==> src/rtl/m_stage_lsu_pkg.sv <==
// m_stage_lsu_pkg: opcodes, FSM states and access-size helper shared by the M-stage LSU.
package m_stage_lsu_pkg;
   localparam logic [5:0] OP_LW  = 6'h23;
   localparam logic [5:0] OP_LH  = 6'h21;
   localparam logic [5:0] OP_LHU = 6'h25;
   localparam logic [5:0] OP_LB  = 6'h20;
   localparam logic [5:0] OP_LBU = 6'h24;
   localparam logic [5:0] OP_SW  = 6'h2B;
   localparam logic [5:0] OP_SH  = 6'h29;
   localparam logic [5:0] OP_SB  = 6'h28;
   typedef enum logic [1:0] {LSU_IDLE, LSU_BUSY, LSU_DONE} lsu_state_t;
   // 2 = word, 1 = half, 0 = byte (or not a memory op)
   function automatic logic [1:0] acc_size(input logic [5:0] op);
      return (op == OP_LW || op == OP_SW) ? 2'd2 :
             (op == OP_LH || op == OP_LHU || op == OP_SH) ? 2'd1 : 2'd0;
   endfunction
endpackage

==> src/rtl/m_stage_lsu_if.sv <==
// m_stage_lsu_if: data-memory req/ack port between the LSU (master) and memory (slave).
interface m_stage_lsu_if #(parameter int ADDR_W = 32);
   logic              mem_req;
   logic              mem_we;
   logic [ADDR_W-1:0] mem_addr;
   logic [3:0]        mem_be;
   logic [31:0]       mem_wdata;
   logic              mem_ack;
   logic [31:0]       mem_rdata;
   modport master(output mem_req, mem_we, mem_addr, mem_be, mem_wdata, input mem_ack, mem_rdata);
   modport slave(input mem_req, mem_we, mem_addr, mem_be, mem_wdata, output mem_ack, mem_rdata);
endinterface

==> src/rtl/m_stage_lsu_dm_ext.sv <==
// dm_ext: selects the load lane by byte offset and sign/zero-extends it per load opcode.
module dm_ext
   import m_stage_lsu_pkg::*;
(
   input  logic [31:0] i_word,
   input  logic [1:0]  i_off,
   input  logic [5:0]  i_op,
   output logic [31:0] o_res
);
   logic [7:0]  w_b;
   logic [15:0] w_h;
   assign w_b = i_word[{i_off, 3'b000} +: 8];
   assign w_h = i_off[1] ? i_word[31:16] : i_word[15:0];
   assign o_res = i_op == OP_LB  ? {{24{w_b[7]}}, w_b} :
                  i_op == OP_LBU ? {24'd0, w_b} :
                  i_op == OP_LH  ? {{16{w_h[15]}}, w_h} :
                  i_op == OP_LHU ? {16'd0, w_h} : i_word;
endmodule

==> src/rtl/m_stage_lsu.sv <==
// m_stage_lsu: M-stage load/store unit; issues one req/ack memory access per op and
// stalls the pipeline until it completes.
module m_stage_lsu
   import m_stage_lsu_pkg::*;
#(
   parameter int ADDR_W = 32
) (
   input  logic                clk,
   input  logic                reset,
   input  logic [31:0]         M_Instr,
   input  logic [31:0]         M_PC,
   input  logic [31:0]         M_ALU_C,
   input  logic [31:0]         M_RT,
   m_stage_lsu_if.master       mem,
   output logic                stall,
   output logic [31:0]         M_DM_OUT,
   output logic                exc_adel,
   output logic                exc_ades,
   output logic [31:0]         exc_pc
);
   lsu_state_t  r_state, w_next;
   logic [5:0]  w_op, r_op;
   logic [1:0]  w_size, r_off;
   logic        w_ld, w_st, w_mis, w_go, w_unused;
   logic [3:0]  w_be;
   logic [31:0] w_wdata, r_rdata;
   assign w_op     = M_Instr[31:26];
   assign w_unused = ^M_Instr[25:0];
   assign w_ld     = w_op inside {OP_LW, OP_LH, OP_LHU, OP_LB, OP_LBU};
   assign w_st     = w_op inside {OP_SW, OP_SH, OP_SB};
   assign w_size   = acc_size(w_op);
   assign w_mis    = (w_size == 2'd2 && M_ALU_C[1:0] != 2'b00) || (w_size == 2'd1 && M_ALU_C[0]);
   assign exc_adel = w_ld & w_mis;
   assign exc_ades = w_st & w_mis;
   assign exc_pc   = M_PC;
   assign w_go     = (w_ld | w_st) & ~w_mis;
   assign stall    = (r_state == LSU_IDLE && w_go) || r_state == LSU_BUSY;
   assign w_be     = w_size == 2'd2 ? 4'b1111 :
                     w_size == 2'd1 ? (M_ALU_C[1] ? 4'b1100 : 4'b0011) : 4'b0001 << M_ALU_C[1:0];
   assign w_wdata  = w_size == 2'd2 ? M_RT : w_size == 2'd1 ? {2{M_RT[15:0]}} : {4{M_RT[7:0]}};
   always_comb begin
      w_next = r_state == LSU_IDLE ? (w_go ? LSU_BUSY : LSU_IDLE) :
               r_state == LSU_BUSY ? (mem.mem_ack ? LSU_DONE : LSU_BUSY) : LSU_IDLE;
   end
   always_ff @(posedge clk) begin
      if (!reset) begin
         r_state       <= LSU_IDLE;
         mem.mem_req   <= 1'b0;
         mem.mem_we    <= 1'b0;
         mem.mem_be    <= 4'b0000;
         mem.mem_addr  <= '0;
         mem.mem_wdata <= 32'd0;
         r_op          <= 6'd0;
         r_off         <= 2'd0;
         r_rdata       <= 32'd0;
      end else begin
         r_state <= w_next;
         if (r_state == LSU_IDLE && w_go) begin
            mem.mem_req   <= 1'b1;
            mem.mem_we    <= w_st;
            mem.mem_addr  <= {M_ALU_C[ADDR_W-1:2], 2'b00};
            mem.mem_be    <= w_be;
            mem.mem_wdata <= w_wdata;
            r_op          <= w_op;
            r_off         <= M_ALU_C[1:0];
         end
         if (r_state == LSU_BUSY && mem.mem_ack) begin
            mem.mem_req <= 1'b0;
            r_rdata     <= mem.mem_rdata;
         end
      end
   end
   dm_ext u_ext (.i_word(r_rdata), .i_off(r_off), .i_op(r_op), .o_res(M_DM_OUT));
endmodule
==> src/flat_wrapper.sv <==
// flat-port wrapper written by rule: the top's interface ports become plain ports
module m_stage_lsu_flat import m_stage_lsu_pkg::*;
#(
   parameter int ADDR_W = 32
)
  (clk, reset, M_Instr, M_PC, M_ALU_C, M_RT, stall, M_DM_OUT, exc_adel, exc_ades, exc_pc, mem_mem_req, mem_mem_we, mem_mem_addr, mem_mem_be, mem_mem_wdata, mem_mem_ack, mem_mem_rdata);
  m_stage_lsu_if #(.ADDR_W(ADDR_W)) mem_i ();
  input  logic clk;
  input  logic reset;
  input  logic [31:0] M_Instr;
  input  logic [31:0] M_PC;
  input  logic [31:0] M_ALU_C;
  input  logic [31:0] M_RT;
  output logic stall;
  output logic [31:0] M_DM_OUT;
  output logic exc_adel;
  output logic exc_ades;
  output logic [31:0] exc_pc;
  output wire logic [$bits(mem_i.mem_req)-1:0] mem_mem_req;
  output wire logic [$bits(mem_i.mem_we)-1:0] mem_mem_we;
  output wire logic [$bits(mem_i.mem_addr)-1:0] mem_mem_addr;
  output wire logic [$bits(mem_i.mem_be)-1:0] mem_mem_be;
  output wire logic [$bits(mem_i.mem_wdata)-1:0] mem_mem_wdata;
  input wire logic [$bits(mem_i.mem_ack)-1:0] mem_mem_ack;
  input wire logic [$bits(mem_i.mem_rdata)-1:0] mem_mem_rdata;
  assign mem_mem_req = mem_i.mem_req;
  assign mem_mem_we = mem_i.mem_we;
  assign mem_mem_addr = mem_i.mem_addr;
  assign mem_mem_be = mem_i.mem_be;
  assign mem_mem_wdata = mem_i.mem_wdata;
  assign mem_i.mem_ack = mem_mem_ack;
  assign mem_i.mem_rdata = mem_mem_rdata;
  m_stage_lsu #(.ADDR_W(ADDR_W)) u_core (.clk(clk), .reset(reset), .M_Instr(M_Instr), .M_PC(M_PC), .M_ALU_C(M_ALU_C), .M_RT(M_RT), .mem(mem_i), .stall(stall), .M_DM_OUT(M_DM_OUT), .exc_adel(exc_adel), .exc_ades(exc_ades), .exc_pc(exc_pc));
endmodule
==> config.mk <==
export PLATFORM = sky130hd
export DESIGN_NAME = m_stage_lsu_flat
export DESIGN_NICKNAME = d
export VERILOG_FILES = /design/src/rtl/m_stage_lsu_pkg.sv /design/src/rtl/m_stage_lsu_if.sv /design/src/rtl/m_stage_lsu_dm_ext.sv /design/src/rtl/m_stage_lsu.sv /design/src/flat_wrapper.sv
export SDC_FILE = /design/constraint.sdc
export NUM_CORES = 1
export LEC_CHECK = 0
export ABC_AREA = 1
export CORE_AREA = 8 8 137 139
export CTS_CLUSTER_DIAMETER = 40
export DETAILED_ROUTE_END_ITERATION = 6
export DIE_AREA = 0 0 145 147
export PLACE_DENSITY = 0.77
export SYNTH_ARGS = -nofsm -noshare
export SYNTH_HDL_FRONTEND = slang
export SYNTH_SLANG_ARGS = --single-unit
==> constraint.sdc <==
create_clock -name clk -period 1.55 [get_ports clk]
set_clock_uncertainty 0.05 [all_clocks]
set_input_delay 0.31 -clock clk [delete_from_list [all_inputs] [get_ports clk]]
set_output_delay 0.31 -clock clk [all_outputs]
set_load 0.01 [all_outputs]
==> results of run 1 <==
## worst min-delay path: stages
cell,delay [ns]
buf_2,0.14
inv_1,0.18
a21oi_1,0.06
## cell usage after synthesis, drive strengths merged
master  count  area share
buf        81       0.091
o21ai     101       0.085
nand2     235        0.15
clkbuf     17       0.011
nand3b     40       0.052
a21oi      88       0.073
inv        91       0.057
nand3      43       0.036
o211ai      1      0.0013
nor2      111       0.072
conb        1     0.00063
nand4       1      0.0010
or2         3      0.0031
nor3        1     0.00083
dfxtp     110        0.37
## what timing repair did
item / in CTS / in global routing
cloned: 9 / 9
buffers inserted: 13 / 4
resized for setup: 324 / 65
pin swaps: 25 / 17
hold buffers: 0 / 0
setup endpoints to repair: 180 / 99
## registers in the layout, summed over array words and instances, names as in the netlist
| name | cells |
|---|---|
| u_core.mem.mem_addr | 30 |
| u_core.mem.mem_we | 1 |
| u_core.mem.mem_wdata | 32 |
| u_core.r_op | 6 |
| u_core.r_state | 2 |
| u_core.r_rdata | 32 |
| u_core.mem.mem_req | 1 |
| u_core.r_off | 2 |
| u_core.mem.mem_be | 4 |
## cell type report
class,count,area (µm²),share of cell area
repair buffers,314,3180,0.335
clock buffers,13,260,0.0274
inverters,91,344,0.0362
multi-input cells,626,3200,0.337
flip-flops and latches,110,2210,0.233
well taps,225,282,0.0297
clock inverters,3,18.8,0.00198
## per-stage QoR
step / utilization / TNS, ns
after floorplan: - / -2.46
after global placement: 0.503 / -76.32
after detailed placement: 0.503 / -79.88
after CTS: 0.539 / -20.51
after global routing: 0.567 / -24.24
final: 0.567 / -20.77
## kinds of logic after synthesis
| logic type | after synthesis |
|---|---|
| compound gates | 190 |
| buf+inv | 189 |
| flops | 110 |
| other cells | 1 |
| simple gates | 434 |
## layer usage
metal | wire length (µm) | vias up | GRT usage
met2 | 11000 | 289 | 0.329
met1 | 9560 | 3078 | 0.235
met3 | 2140 | 48 | 0.0686
met5 | 0 | - | 0
met4 | 620 | 0 | 0.0663
li1 | - | 3357 | -
## power by group through the flow
stage	clock (mW)	combinational, mW	sequential (mW)
after floorplan	0	0.772	3.16
after global placement	0	1.51	3.10
after detailed placement	0	1.52	3.11
after CTS	2.30	1.59	3.04
after global routing	2.40	1.87	3.06
final	2.24	1.73	3.04
## worst min-delay path by stage
stage	to	slack [ns]
3_5_place_dp	u_core.r_op[4]	0.38
3_3_place_gp	u_core.r_op[4]	0.38
2_1_floorplan	u_core.r_rdata[23]	0.36
4_1_cts	u_core.r_state[0]	0.31
6_report	u_core.r_state[0]	0.33
5_1_grt	u_core.r_state[0]	0.36
==> impl_metrics.sql, run 1 <==
INSERT INTO impl_metrics (metric_group, metric, value, unit) VALUES
('status', 'status', 'finished, violations left', ''),
('status', 'violations_in_the_final_reports', 'negative setup slack', ''),
('floorplanning', 'initial_core_util', '0.358', ''),
('worst_setup_path', 'worst_path_max_delay_cell', 'or2_4', ''),
('worst_setup_path', 'critical_path.startpoint', 'u_core.r_op[0]', ''),
('sta', 'min_period', '2.27', 'ns'),
('synthesis', 'synth_sequential_area_ratio', '0.367', ''),
('cts', 'cts.reportedPaths.clkPinSlew', '0.07', 'ns'),
('route', 'detail_route.wl_per_cell', '16.9', 'µm'),
('cts', 'cts.root.buffer_cell', 'clkbuf_16', ''),
('power', 'switching_share', '0.284', ''),
('sta', 'final_max_slew_viol_count', '0', ''),
('sta', 'whs', '0.328', 'ns'),
('sta', 'finalSetupViolations', '34', ''),
('cts', 'cts_made_buffers', '9', ''),
('layout', 'layout_commonest_cell', 'nand2_1', ''),
('route', 'route.vias.total', '6772', ''),
('global_routing', 'grt_max_degree', '49', ''),
('synthesis', 'yosys_warnings', '0', ''),
('layout', 'drive_gt1_frac', '0.210', ''),
('floorplanning', 'floorplan.rows', '48', ''),
('worst_setup_path', 'setup.worst_path.class', 'flop to output port', ''),
('worst_hold_path', 'holdCritStartpoint', 'reset', ''),
('route', 'vias_per_cell', '4.90', ''),
('route', 'detailedRoute.firstPassIterationCount', '5', ''),
('worst_setup_path', 'r2r-start', 'u_core.r_state[0]', ''),
('floorplanning', 'io-pin-count', '300', ''),
('placement', 'post-place-cells', '1334', ''),
('cts', 'clock_tree_from_tritoncts', 'done', ''),
('flow_run', 'maxCapViolCount', '0', ''),
('sta', 'final_hold_violation_count', '0', ''),
('synthesis', 'netlist-cell-type-count', '26', ''),
('worst_setup_path', 'worstPathArrival', '1.91', 'ns'),
('worst_setup_path', 'critical_path.top_delay_family', 'simple AND/OR/NAND/NOR gates', ''),
('global_routing', 'globalRouteOverflowTotal', '0', ''),
('worst_setup_path', 'path_cells', 'or2_1 -> nor2_2 -> o211ai_1 -> or2_4 -> clkbuf_16 -> o21ai_1 -> buf_2', ''),
('global_routing', 'via_count_of_the_first_global_routing_pass', '6493', ''),
('sta', 'postLayoutSetupSlackWorst', '-0.715', 'ns'),
('synthesis', 'synth_top_family_by_area', 'simple AND/OR/NAND/NOR gates', ''),
('worst_setup_path', 'worst-endpoint-required', '1.19', 'ns'),
('floorplanning', 'placeableCoreArea', '16800', 'µm²'),
('power', 'powerDensity', '738', 'nW/µm²'),
('power', 'power_frac_comb', '0.246', ''),
('floorplanning', 'floorplan.die.width', '145', 'µm'),
('route', 'initialDrtViolationCount', '412', ''),
('synthesis', 'synth_compound_gate_area_share', '0.160', ''),
('sta', 'rsz0062_at_grt', 'yes', ''),
('route', 'drt_total_wl', '23300', 'µm'),
('worst_setup_path', 'critical_path_cell_count', '7', ''),
('placement', 'detailed_place_hpwl', '14800', 'µm'),
('worst_setup_path', 'worstSetupEndpoint', 'M_DM_OUT[16]', ''),
('floorplanning', 'design.die.area', '21300', 'µm²'),
('worst_hold_path', 'timing.hold.worst.class', 'primary input to flop', ''),
('worst_setup_path', 'rr_endpoint', 'u_core.mem.mem_addr[30]', ''),
('synthesis', 'synth_simple_gate_area_frac', '0.314', ''),
('layout', 'areaGrowthSynthToFinish', '58.4', '%'),
('route', 'ant_nets', '0', ''),
('route', 'drc_errors', '0', ''),
('synthesis', 'postSynthRegisterBits', '110', ''),
('synthesis', 'mappedNetlistArea', '5990', 'µm²'),
('layout', 'layout.cell_area.non_filler', '9490', 'µm²'),
('floorplanning', 'die_y', '147', 'µm'),
('synthesis', 'synth_fa_ha_area_frac', '0', ''),
('sta', 'timing.final.crit_share', '1.46', ''),
('synthesis', 'post_synth_xor_area_fraction', '0', ''),
('synthesis', 'synthesized_area_per_cell', '6.49', 'µm²'),
('placement', 'place_ws', '-0.893', 'ns'),
('global_routing', 'grt_first_pass_wirelength', '34500', 'µm'),
('power', 'ir_drop', '463', 'µV'),
('cts', 'cts.sink_count', '110', ''),
('layout', 'most-common-layout-cells', '220 x nand2_1, 106 x dfxtp_1, 103 x nor2_1', '');
No activity file was read; power rests on OpenSTA's default activity.
==> inputs of run 2 (changes only) <==
--- a/config.mk
+++ b/config.mk
@@ -5,12 +5,12 @@
 export SDC_FILE = /design/constraint.sdc
 export NUM_CORES = 1
 export LEC_CHECK = 0
-export ABC_AREA = 1
-export CORE_AREA = 8 8 137 139
+export ABC_AREA = 0
+export CORE_AREA = 8 8 133 135
 export CTS_CLUSTER_DIAMETER = 40
 export DETAILED_ROUTE_END_ITERATION = 6
-export DIE_AREA = 0 0 145 147
-export PLACE_DENSITY = 0.77
+export DIE_AREA = 0 0 141 143
+export PLACE_DENSITY = 0.76
 export SYNTH_ARGS = -nofsm -noshare
 export SYNTH_HDL_FRONTEND = slang
 export SYNTH_SLANG_ARGS = --single-unit
==> impl_metrics.sql, run 2 <==
INSERT INTO impl_metrics (metric_group, metric, value, unit) VALUES
('sta', 'final_hold_violation_count', '0', ''),
('cts', 'clock_tree_from_tritoncts', 'done', ''),
('layout', 'fill_cells', '1255', ''),
('power', 'switching_share', '0.274', ''),
('synthesis', 'synth_top_cells_by_area', 'dfxtp_1 42%, o21ai_0 8.5%, a22o_1 6.3%', ''),
('worst_setup_path', 'cp_slowest_stage_delay', '0.58', 'ns'),
('synthesis', 'synth_enable_flop_cells', '0', ''),
('worst_setup_path', 'worst_r2r_path_depth', '7', ''),
('synthesis', 'synth_common_cells', '110 x dfxtp_1, 90 x o21ai_0, 65 x a21oi_1', ''),
('worst_setup_path', 'critical_path.top_delay_family', 'simple AND/OR/NAND/NOR gates', ''),
('floorplanning', 'initial_core_util', '0.340', ''),
('worst_hold_path', 'hold_end', 'u_core.r_op[0]', ''),
('placement', 'detailed_place_hpwl', '14100', 'µm'),
('placement', 'place_ws', '-1.11', 'ns'),
('worst_setup_path', 'critical_path_cell_count', '7', ''),
('sta', 'postLayoutSetupSlackWorst', '-0.895', 'ns'),
('layout', 'layout_commonest_cell', 'dfxtp_1', ''),
('route', 'ant_nets', '0', ''),
('global_routing', 'via_count_of_the_first_global_routing_pass', '6071', ''),
('power', 'power.sequential.fraction', '0.433', ''),
('power', 'internal-power', '5.01', 'mW'),
('route', 'route.vias.total', '5984', ''),
('layout', 'num_antenna_cells', '0', ''),
('route', 'detailedRoute.firstPassIterationCount', '5', ''),
('power', 'pwr-share-clk', '0.350', ''),
('cts', 'cts_made_buffers', '9', ''),
('global_routing', 'grt_max_degree', '52', ''),
('cts', 'cts.root.buffer_cell', 'clkbuf_16', ''),
('worst_setup_path', 'setup.worst_path.class', 'flop to output port', ''),
('sta', 'final.setup.tns', '-34.20', 'ns'),
('placement', 'port-buffer-count', '207', ''),
('worst_setup_path', 'critPathMaxFanout', '7', ''),
('synthesis', 'postSynthRegisterBits', '110', ''),
('floorplanning', 'floorplan.die.width', '141', 'µm'),
('route', 'drc_errors', '0', ''),
('worst_setup_path', 'path_cells', 'or4b_4 -> nor2_4 -> buf_6 -> nand3_4 -> buf_8 -> o21ai_2 -> buf_2', ''),
('layout', 'layoutNonFillerInstCount', '1108', ''),
('route', 'initialDrtViolationCount', '358', ''),
('synthesis', 'synth_top_area_share', '0.415', ''),
('synthesis', 'netlist-cell-type-count', '53', ''),
('floorplanning', 'io-pin-count', '300', ''),
('worst_setup_path', 'r2r-start', 'u_core.r_state[1]', ''),
('worst_setup_path', 'worst_path_max_delay_cell', 'or4b_4', ''),
('cts', 'clock_insertion_delay_worst_skew', '0.35', 'ns'),
('global_routing', 'grtUsageTotal', '0.210', ''),
('worst_hold_path', 'holdCritStartpoint', 'M_Instr[26]', ''),
('layout', 'net_count_of_the_finished_layout', '1050', ''),
('cts', 'cts.sink_count', '110', ''),
('placement', 'post-place-cells', '1040', ''),
('global_routing', 'grt_antenna_before_repair', '0', ''),
('worst_setup_path', 'reg2reg_setup_slack', '-0.16', 'ns'),
('power', 'ir_drop', '529', 'µV'),
('worst_hold_path', 'timing.hold.worst.class', 'primary input to flop', ''),
('floorplanning', 'floorplan.rows', '46', ''),
('worst_setup_path', 'worst-endpoint-required', '1.19', 'ns'),
('sta', 'finalSetupViolations', '109', ''),
('worst_setup_path', 'worstPathArrival', '2.08', 'ns'),
('sta', 'fmax', '409', 'MHz'),
('sta', 'final_max_slew_viol_count', '0', ''),
('power', 'power_frac_comb', '0.217', ''),
('worst_hold_path', 'hold_path_depth', '4', ''),
('layout', 'layout.cell_area.non_filler', '9880', 'µm²'),
('worst_setup_path', 'start_kind', 'flop', ''),
('layout', 'reg.largest.list', 'u_core.mem.mem_wdata (32), u_core.r_rdata (32), u_core.mem.mem_addr (30)', ''),
('cts', 'cts.reportedPaths.clkPinSlew', '0.07', 'ns'),
('global_routing', 'grt_first_pass_wirelength', '33400', 'µm'),
('status', 'status', 'finished, violations left', ''),
('power', 'switching_power', '1.89', 'mW'),
('route', 'drt_total_wl', '22800', 'µm'),
('cts', 'cts-htree-levels', '3', ''),
('placement', 'finalWeightedCongestion', '0.865', ''),
('synthesis', 'synth_sequential_area_ratio', '0.415', ''),
('power', 'power_leakage', '4.19', 'nW'),
('synthesis', 'post-synth-top-area-cell', 'dfxtp_1', ''),
('floorplanning', 'design.die.area', '20200', 'µm²'),
('synthesis', 'async_set_reset_flop_share_out_of_synthesis', '0', ''),
('synthesis', 'synth.most_common_cell', 'dfxtp_1', ''),
('route', 'vias_per_cell', '5.40', ''),
('sta', 'timing.final.crit_share', '1.58', ''),
('route', 'detail_route.wl_per_cell', '20.5', 'µm'),
('power', 'powerDensity', '699', 'nW/µm²'),
('flow_run', 'maxCapViolCount', '0', ''),
('sta', 'rsz0062_at_grt', 'yes', ''),
('layout', 'areaGrowthSynthToFinish', '86.4', '%'),
('floorplanning', 'placeableCoreArea', '15600', 'µm²'),
('worst_setup_path', 'path_buf_inv', '3', ''),
('synthesis', 'syn_inst', '602', ''),
('cts', 'cts-root-to-sink-buffers', '2', ''),
('worst_setup_path', 'rr_endpoint', 'u_core.mem.mem_addr[18]', ''),
('global_routing', 'globalRouteOverflowTotal', '0', ''),
('synthesis', 'mappedNetlistArea', '5300', 'µm²'),
('synthesis', 'ys.flop_type', 'dfxtp_1', ''),
('status', 'violations_in_the_final_reports', 'negative setup slack', ''),
('layout', 'most-common-layout-cells', '106 x dfxtp_1, 96 x clkdlybuf4s50_1, 85 x buf_4', ''),
('placement', 'postPlaceCellArea', '8210', 'µm²'),
('synthesis', 'yosys_warnings', '0', ''),
('synthesis', 'synthesized_area_per_cell', '8.80', 'µm²'),
('floorplanning', 'die_y', '143', 'µm'),
('sta', 'min_period', '2.44', 'ns'),
('layout', 'drive_gt1_frac', '0.436', ''),
('worst_setup_path', 'critical_path.endpoint_type', 'output port', '');
run 2: area by class of cell:
| class | instances | area [µm²] | area share |
|---|---|---|---|
| repair buffers | 361 | 3650 | 0.370 |
| multi-input cells | 402 | 3430 | 0.347 |
| flip-flops and latches | 110 | 2210 | 0.224 |
| well taps | 216 | 270 | 0.0274 |
| clock buffers | 9 | 225 | 0.0228 |
| clock inverters | 7 | 80.1 | 0.00811 |
| inverters | 3 | 11.3 | 0.00114 |
run 2: how the worst max path moves through the flow:
stage,endpoint,start
global placement,stall,M_Instr[28]
finish,M_DM_OUT[11],u_core.r_op[1]
global route,M_DM_OUT[7],u_core.r_op[1]
CTS,M_DM_OUT[8],u_core.r_op[4]
floorplan,M_DM_OUT[16],u_core.r_op[1]
detailed placement,stall,M_Instr[28]
run 2: power groups by stage:
stage,combinational (mW),sequential (mW),clock [mW]
detailed placement,1.18,3.04,0
global route,1.58,3.00,2.56
floorplan,0.518,3.07,0
global placement,1.18,3.04,0
finish,1.50,2.99,2.42
CTS,1.42,2.98,2.46
run 2: through the flow:
| stage | utilization | power (mW) | hold WS [ns] |
|---|---|---|---|
| 5_1_grt | 0.633 | 7.14 | 0.316 |
| 3_3_place_gp | 0.527 | 4.21 | 0.398 |
| 6_report | 0.633 | 6.90 | 0.333 |
| 3_5_place_dp | 0.527 | 4.22 | 0.400 |
| 2_1_floorplan | - | 3.59 | 0.378 |
| 4_1_cts | 0.606 | 6.86 | 0.320 |
run 2: cell families (layout without fill, tap and decap cells):
logic type,Yosys count,count (layout),share of synthesized area
and+or+nand+nor,134,134,0.129
muxes,30,30,0.0758
other,1,2,0.000708
buffers and inverters,91,380,0.0970
AOI/OAI and AO/OA,236,236,0.282
DFF,110,110,0.415
run 2: repair_timing:
| action | in CTS | in global routing |
|---|---|---|
| setup endpoints to repair | 180 | 114 |
| pin swaps | 70 | 56 |
| gates resized for setup | 424 | 119 |
| hold buffers | 0 | 0 |
| gates cloned | 15 | 4 |
| buffers inserted | 32 | 19 |
run 2: routing by layer:
metal | wire length [µm] | GRT usage | part of all wire | vias to the layer above
li1 | - | - | - | 2795
met1 | 9190 | 0.244 | 0.40 | 2862
met2 | 10800 | 0.344 | 0.47 | 291
met3 | 2240 | 0.0775 | 0.098 | 36
met4 | 537 | 0.0854 | 0.024 | 0
met5 | 0 | 0 | 0 | -
run 2: tightest hold or removal path, cell delays in order:
cell	delay [ns]
buf_6	0.10
buf_4	0.13
nand3_1	0.08
a21oi_1	0.07
==> RTL edit 1: new RTL, settings of run 2 <==
The 3 states of `lsu_state_t` get a one-hot encoding in 3 bits.
--- a/src/rtl/m_stage_lsu_pkg.sv
+++ b/src/rtl/m_stage_lsu_pkg.sv
@@ -8,7 +8,7 @@
    localparam logic [5:0] OP_SW  = 6'h2B;
    localparam logic [5:0] OP_SH  = 6'h29;
    localparam logic [5:0] OP_SB  = 6'h28;
-   typedef enum logic [1:0] {LSU_IDLE, LSU_BUSY, LSU_DONE} lsu_state_t;
+   typedef enum logic [2:0] {LSU_IDLE = 3'b001, LSU_BUSY = 3'b010, LSU_DONE = 3'b100} lsu_state_t;
    // 2 = word, 1 = half, 0 = byte (or not a memory op)
    function automatic logic [1:0] acc_size(input logic [5:0] op);
       return (op == OP_LW || op == OP_SW) ? 2'd2 :
Formal check against the unedited RTL: same outputs for any inputs over 4 cycles, from zero or initial values and one cycle with reset low; so few cycles prove little.
==> RTL edit 1 against run 2 <==
The flow still finishes with violations (setup timing); sequential cell count up 1; via count up 7.6%; critical endpoint is now M_DM_OUT[21]; wire length increased by 4.8%; fmax grew 5.0%; setup slack better by 0.12 ns; combinational power down 7%; global-route usage rose by 1.2 points; synthesized area is 3.8% higher; critical path depth up 1; synthesized cell count increased by 14%; total power up 1.6%; design area rose by 1.8%.
==> RTL edit 1: results (changes against run 2) <==
| Metric | Value |
|---|---|
| Antenna Cells | `0 (unchanged)` |
| CTS max path bufs | `2 (unchanged)` |
| Compound-Gate Fraction of Synth Area | `23.9% (-4.2 points)` |
| Largest registers | `u_core.mem.mem_wdata (32), u_core.r_rdata (32), u_core.mem.mem_addr (30)` |
| Routability-driven placement congestion ratio | `0.828 (-4.3%)` |
| Ys async rst share | `0% (unchanged)` |
| Violated checks | `setup timing` |
| All-Layer GR Usage | `22.2% (+1.2 points)` |
| First-pass GRT wire length | `35.4 mm (+6.0%)` |
| Ys flop type | `dfxtp_1` |
| Average wire per standard cell | `20.3 µm (-1.3%)` |
| Final worst slack | `-0.777 ns (+0.117 ns)` |
| Port Buffers | `207 (unchanged)` |
| Final setup TNS | `-32.73 ns (+1.47 ns)` |
| CP Max Fanout | `16 (+9)` |
| Largest net degree at the start of global routing | `43 (-17%)` |
| Crit path DAT | `1.97 ns (-0.11 ns)` |
| CTS Buf Count | `9 (unchanged)` |
| Initial DRT Pass Iterations | `5 (unchanged)` |
| Clk root buf | `clkbuf_16` |
| Commonest cells in the netlist | `nand2_1 (112), dfxtp_1 (111), a21oi_1 (110)` |
| Fill cell count | `1222 (-2.6%)` |
| Gate Count Post-Synth | `688 (+14%)` |
| Xor-xnor portion of the synthesized cell area | `0% (unchanged)` |
| Clock latency on the worst-skew pair | `0.36 ns` |
| Synthesis warning total | `0 (unchanged)` |
| Detail Placement HPWL | `15.1 mm (+6.8%)` |
| Register area share after synthesis | `40.4% (-1.2 points)` |
| Placed cell count | `1126 (+8.3%)` |
| H-tree levels | `3 (unchanged)` |
| Status | `finished, violations left` |
| Library cells used by synthesis | `49 (-7.5%)` |
| Peak supply drop | `0.000543 V (+2.8%)` |
| Synth Area in Adders | `0% (unchanged)` |
| Largest cells by area after synthesis | `dfxtp_1 (40%), a21oi_1 (10%), nand2_1 (7.6%), o21ai_0 (6.5%), buf_4 (4.8%)` |
| Hold WC Path Type | `input pin to flop` |
| Via density | `5.47 (+1.3%)` |
| Routed via count | `6440 (+7.6%)` |
| Mux cell area share after synthesis | `7.64% (+0.062 points)` |
| Vias in the first global route | `6474 (+6.6%)` |
| Static leakage power | `4.13 nW (-1.4%)` |
| Die Area | `20200 µm² (unchanged)` |
| Final setup fails | `101 (-7.3%)` |
| Initial antenna violation count | `0 (unchanged)` |
| Drt initial violations | `457 (+28%)` |
| Clock transition at the registers of the reported paths | `0.08 ns` |
| Share of cells above drive strength 1 | `40.4% (-3.2 points)` |
## RTL edit 1: cell types whose count changed after synthesis, moves of 8 or more
cell and delta:
nand2_1 +84, a21oi_1 +45, a22o_1 -38, o21ai_0 -19
a211oi_1 +11, and3_1 +8, nor2_1 -8
## RTL edit 1: kinds of logic after synthesis
group / count (synthesis)
AOI/OAI and AO/OA: 232
and+or+nand+nor: 212
muxes: 33
DFF: 111
buffers and inverters: 99
other: 1
## RTL edit 1: layout make-up
| type | count | area, µm² | area share [%] |
|---|---|---|---|
| Multi-Input combinational cell | 479 | 3760 | 37.4 |
| Tap cell | 216 | 270 | 2.69 |
| Timing Repair Buffer | 352 | 3450 | 34.3 |
| Clock inverter | 7 | 106 | 1.06 |
| Clock buffer | 9 | 225 | 2.24 |
| Sequential cell | 111 | 2230 | 22.2 |
| Inverter | 3 | 11.3 | 0.112 |
## RTL edit 1: final timing paths
path	startpoint	endpoint	slack, ns	depth (start not counted)
worst max-delay path	u_core.r_op[4]	M_DM_OUT[21]	-0.78	8
worst min-delay path	M_Instr[27]	u_core.r_op[1]	0.27	4
worst max register to register	u_core.r_state[1]	u_core.mem.mem_wdata[9]	-0.23	8
worst min register to register	u_core.mem.mem_wdata[30]	u_core.mem.mem_wdata[30]	0.41	2
## RTL edit 1: timing repair
item,in CTS,in global routing
pin swaps,99,78
buffers inserted,25,11
gates cloned,10,2
setup endpoints to repair,181,144
gates resized for setup,373,115
## RTL edit 1: metal layers
layer / up-vias / part of all wire [%] / global-route usage (%)
met5: - / 0 / 0
met3: 51 / 9.0 / 7.48
met4: 0 / 2.8 / 9.79
li1: 2973 / - / -
met2: 324 / 49 / 36.5
met1: 3092 / 39 / 25.8
## RTL edit 1: through the flow
stage / hold WS (ns) / cell area (µm²) / setup slack [ns] / utilization (%)
after floorplan: 0.392 / 5670 / -0.280 / -
after global placement: 0.402 / 8500 / -0.918 / 54.5
after detailed placement: 0.405 / 8500 / -1.00 / 54.5
after CTS: 0.259 / 9640 / -0.807 / 61.8
after global routing: 0.265 / 10100 / -0.866 / 64.5
final: 0.273 / 10100 / -0.777 / 64.5
## RTL edit 1: where the power goes
| group | internal, mW | leakage (nW) | switching [mW] |
|---|---|---|---|
| Sequential | 2.94 | 0.902 | 0.0562 |
| Clock | 1.44 | 0.162 | 1.18 |
| Combinational | 0.740 | 3.06 | 0.652 |
| Total | 5.12 | 4.13 | 1.89 |
## RTL edit 1: worst max-delay path, stage by stage, from the launching register on
cell and delay [ns]:
dfxtp_2 0.34, nor4b_4 0.29, buf_4 0.18, buf_4 0.11
nand2_1 0.08, buf_12 0.16, a21oi_1 0.22, o21ai_2 0.08
buf_2 0.14
==> RTL edit 2: new RTL, settings of run 2 <==
Without the edit above. `ADDR_W` is set to 32 in 3 places; all go to 16.
--- a/src/rtl/m_stage_lsu_if.sv
+++ b/src/rtl/m_stage_lsu_if.sv
@@ -1,5 +1,5 @@
 // m_stage_lsu_if: data-memory req/ack port between the LSU (master) and memory (slave).
-interface m_stage_lsu_if #(parameter int ADDR_W = 32);
+interface m_stage_lsu_if #(parameter int ADDR_W = 16);
    logic              mem_req;
    logic              mem_we;
    logic [ADDR_W-1:0] mem_addr;
--- a/src/rtl/m_stage_lsu.sv
+++ b/src/rtl/m_stage_lsu.sv
@@ -3,7 +3,7 @@
 module m_stage_lsu
    import m_stage_lsu_pkg::*;
 #(
-   parameter int ADDR_W = 32
+   parameter int ADDR_W = 16
 ) (
    input  logic                clk,
    input  logic                reset,
--- a/src/flat_wrapper.sv
+++ b/src/flat_wrapper.sv
@@ -1,7 +1,7 @@
 // flat-port wrapper written by rule: the top's interface ports become plain ports
 module m_stage_lsu_flat import m_stage_lsu_pkg::*;
 #(
-   parameter int ADDR_W = 32
+   parameter int ADDR_W = 16
 )
   (clk, reset, M_Instr, M_PC, M_ALU_C, M_RT, stall, M_DM_OUT, exc_adel, exc_ades, exc_pc, mem_mem_req, mem_mem_we, mem_mem_addr, mem_mem_be, mem_mem_wdata, mem_mem_ack, mem_mem_rdata);
   m_stage_lsu_if #(.ADDR_W(ADDR_W)) mem_i ();
Interface: changed (resized mem_mem_addr); port bits go from 300 to 284. No check against the original RTL was run, so the function may have changed too.
==> RTL edit 2 against run 2 <==
Critical path type unchanged; design area fell by 20%; non-clock buffer count fell by 61; the flow still finishes with violations (setup timing); total power fell by 15%; wire length fell by 19%; final cell count fell by 11%; critical endpoint is now M_DM_OUT[25]; setup slack improved by 0.022 ns; synthesized area fell by 12%; sequential cell count fell by 16.
==> RTL edit 2: results (changes against run 2) <==
| Metric | Value |
|---|---|
| WL met3 | `1.63 mm (-27%)` |
| Crit path DAT | `2.06 ns (-0.02 ns)` |
| Register bit count reported by yosys | `94 (-15%)` |
| Nets | `925 (-12%)` |
| Minimum hold slack | `0.331 ns (-0.00170 ns)` |
| Metal2 WL | `8.78 mm (-19%)` |
| Non-filler instance count after layout | `983 (-11%)` |
| Vias in the first global route | `4941 (-19%)` |
| WHS Path Cells | `5 (+1)` |
| DP Worst Slack | `-0.927 ns (+0.180 ns)` |
| Final setup TNS | `-26.32 ns (+7.87 ns)` |
| All-Layer GR Usage | `17.5% (-3.5 points)` |
| Post-DP Area | `7260 µm² (-12%)` |
| Register area share after synthesis | `40.3% (-1.2 points)` |
| Signal buf overhead | `35.6% (-1.4 points)` |
| R2R setup slack | `0.04 ns (+0.20 ns)` |
| Compound-Gate Fraction of Synth Area | `27.7% (-0.50 points)` |
| Placed cell count | `942 (-9.4%)` |
| Fill cell count | `1434 (+14%)` |
| Share of cells above drive strength 1 | `34.0% (-9.6 points)` |
| Post-CTS Repair Setup Buffers | `10 (-69%)` |
| Non-clk bufs | `300 (-17%)` |
| Detail Placement HPWL | `13.0 mm (-8.0%)` |
| Critical Path End | `M_DM_OUT[25]` |
| Final setup fails | `35 (-68%)` |
| Port Buffers | `175 (-15%)` |
| Hold Path End | `u_core.mem.mem_be[0]` |
| Largest cells by area after synthesis | `dfxtp_1 (40%), o21ai_0 (7.4%), a22o_1 (6.0%), buf_4 (5.8%), a21oi_1 (5.5%)` |
| Worst R2R Path Depth | `8 (+1)` |
| Status | `finished, violations left` |
| Drt initial violations | `372 (+3.9%)` |
| Met1 Wirelength | `7.73 mm (-16%)` |
| Clk tree area frac | `3.53% (+0.44 points)` |
| Multi-input gate share of total cell area | `33.5% (-1.2 points)` |
| Final worst slack | `-0.873 ns (+0.0215 ns)` |
| Routability-driven placement congestion ratio | `0.880 (+1.8%)` |
| Peak supply drop | `0.000570 V (+7.8%)` |
| Library cells used by synthesis | `47 (-11%)` |
| Drt total wl | `18.5 mm (-19%)` |
| Violated checks | `setup timing` |
| Mux cell area share after synthesis | `8.61% (+1.0 points)` |
| Met3 Use GR | `6.84% (-0.90 points)` |
| Multi-In Gates | `353 (-12%)` |
| Layout area overhead | `70.2%` |
-- RTL edit 2: cell count changes in the layout (fill, tap and decap cells not counted), sizes merged, moves of 5 or more --
cell / run 2 / this run
nand2b: 3 / 10
dfxtp: 110 / 94
nor3: 7 / 1
a31oi: 7 / 1
buf: 191 / 164
a22o: 38 / 32
a21oi: 66 / 52
nand3: 56 / 42
dlygate4sd2: 69 / 52
a211oi: 0 / 5
o21ai: 91 / 70
clkdlybuf4s50: 96 / 80
-- RTL edit 2: power by group through the flow --
stage	logic (mW)	registers [mW]	clock network [mW]
after floorplan	0.446	2.62	0
after global placement	1.02	2.60	0
after detailed placement	1.03	2.60	0
after CTS	1.05	2.54	2.25
after global routing	1.21	2.55	2.34
final	1.13	2.54	2.18
-- RTL edit 2: tightest hold or removal path: stages --
cell and delay [ns]:
buf_8 0.08, buf_4 0.11, inv_1 0.05, nand4_1 0.06
a21oi_1 0.07
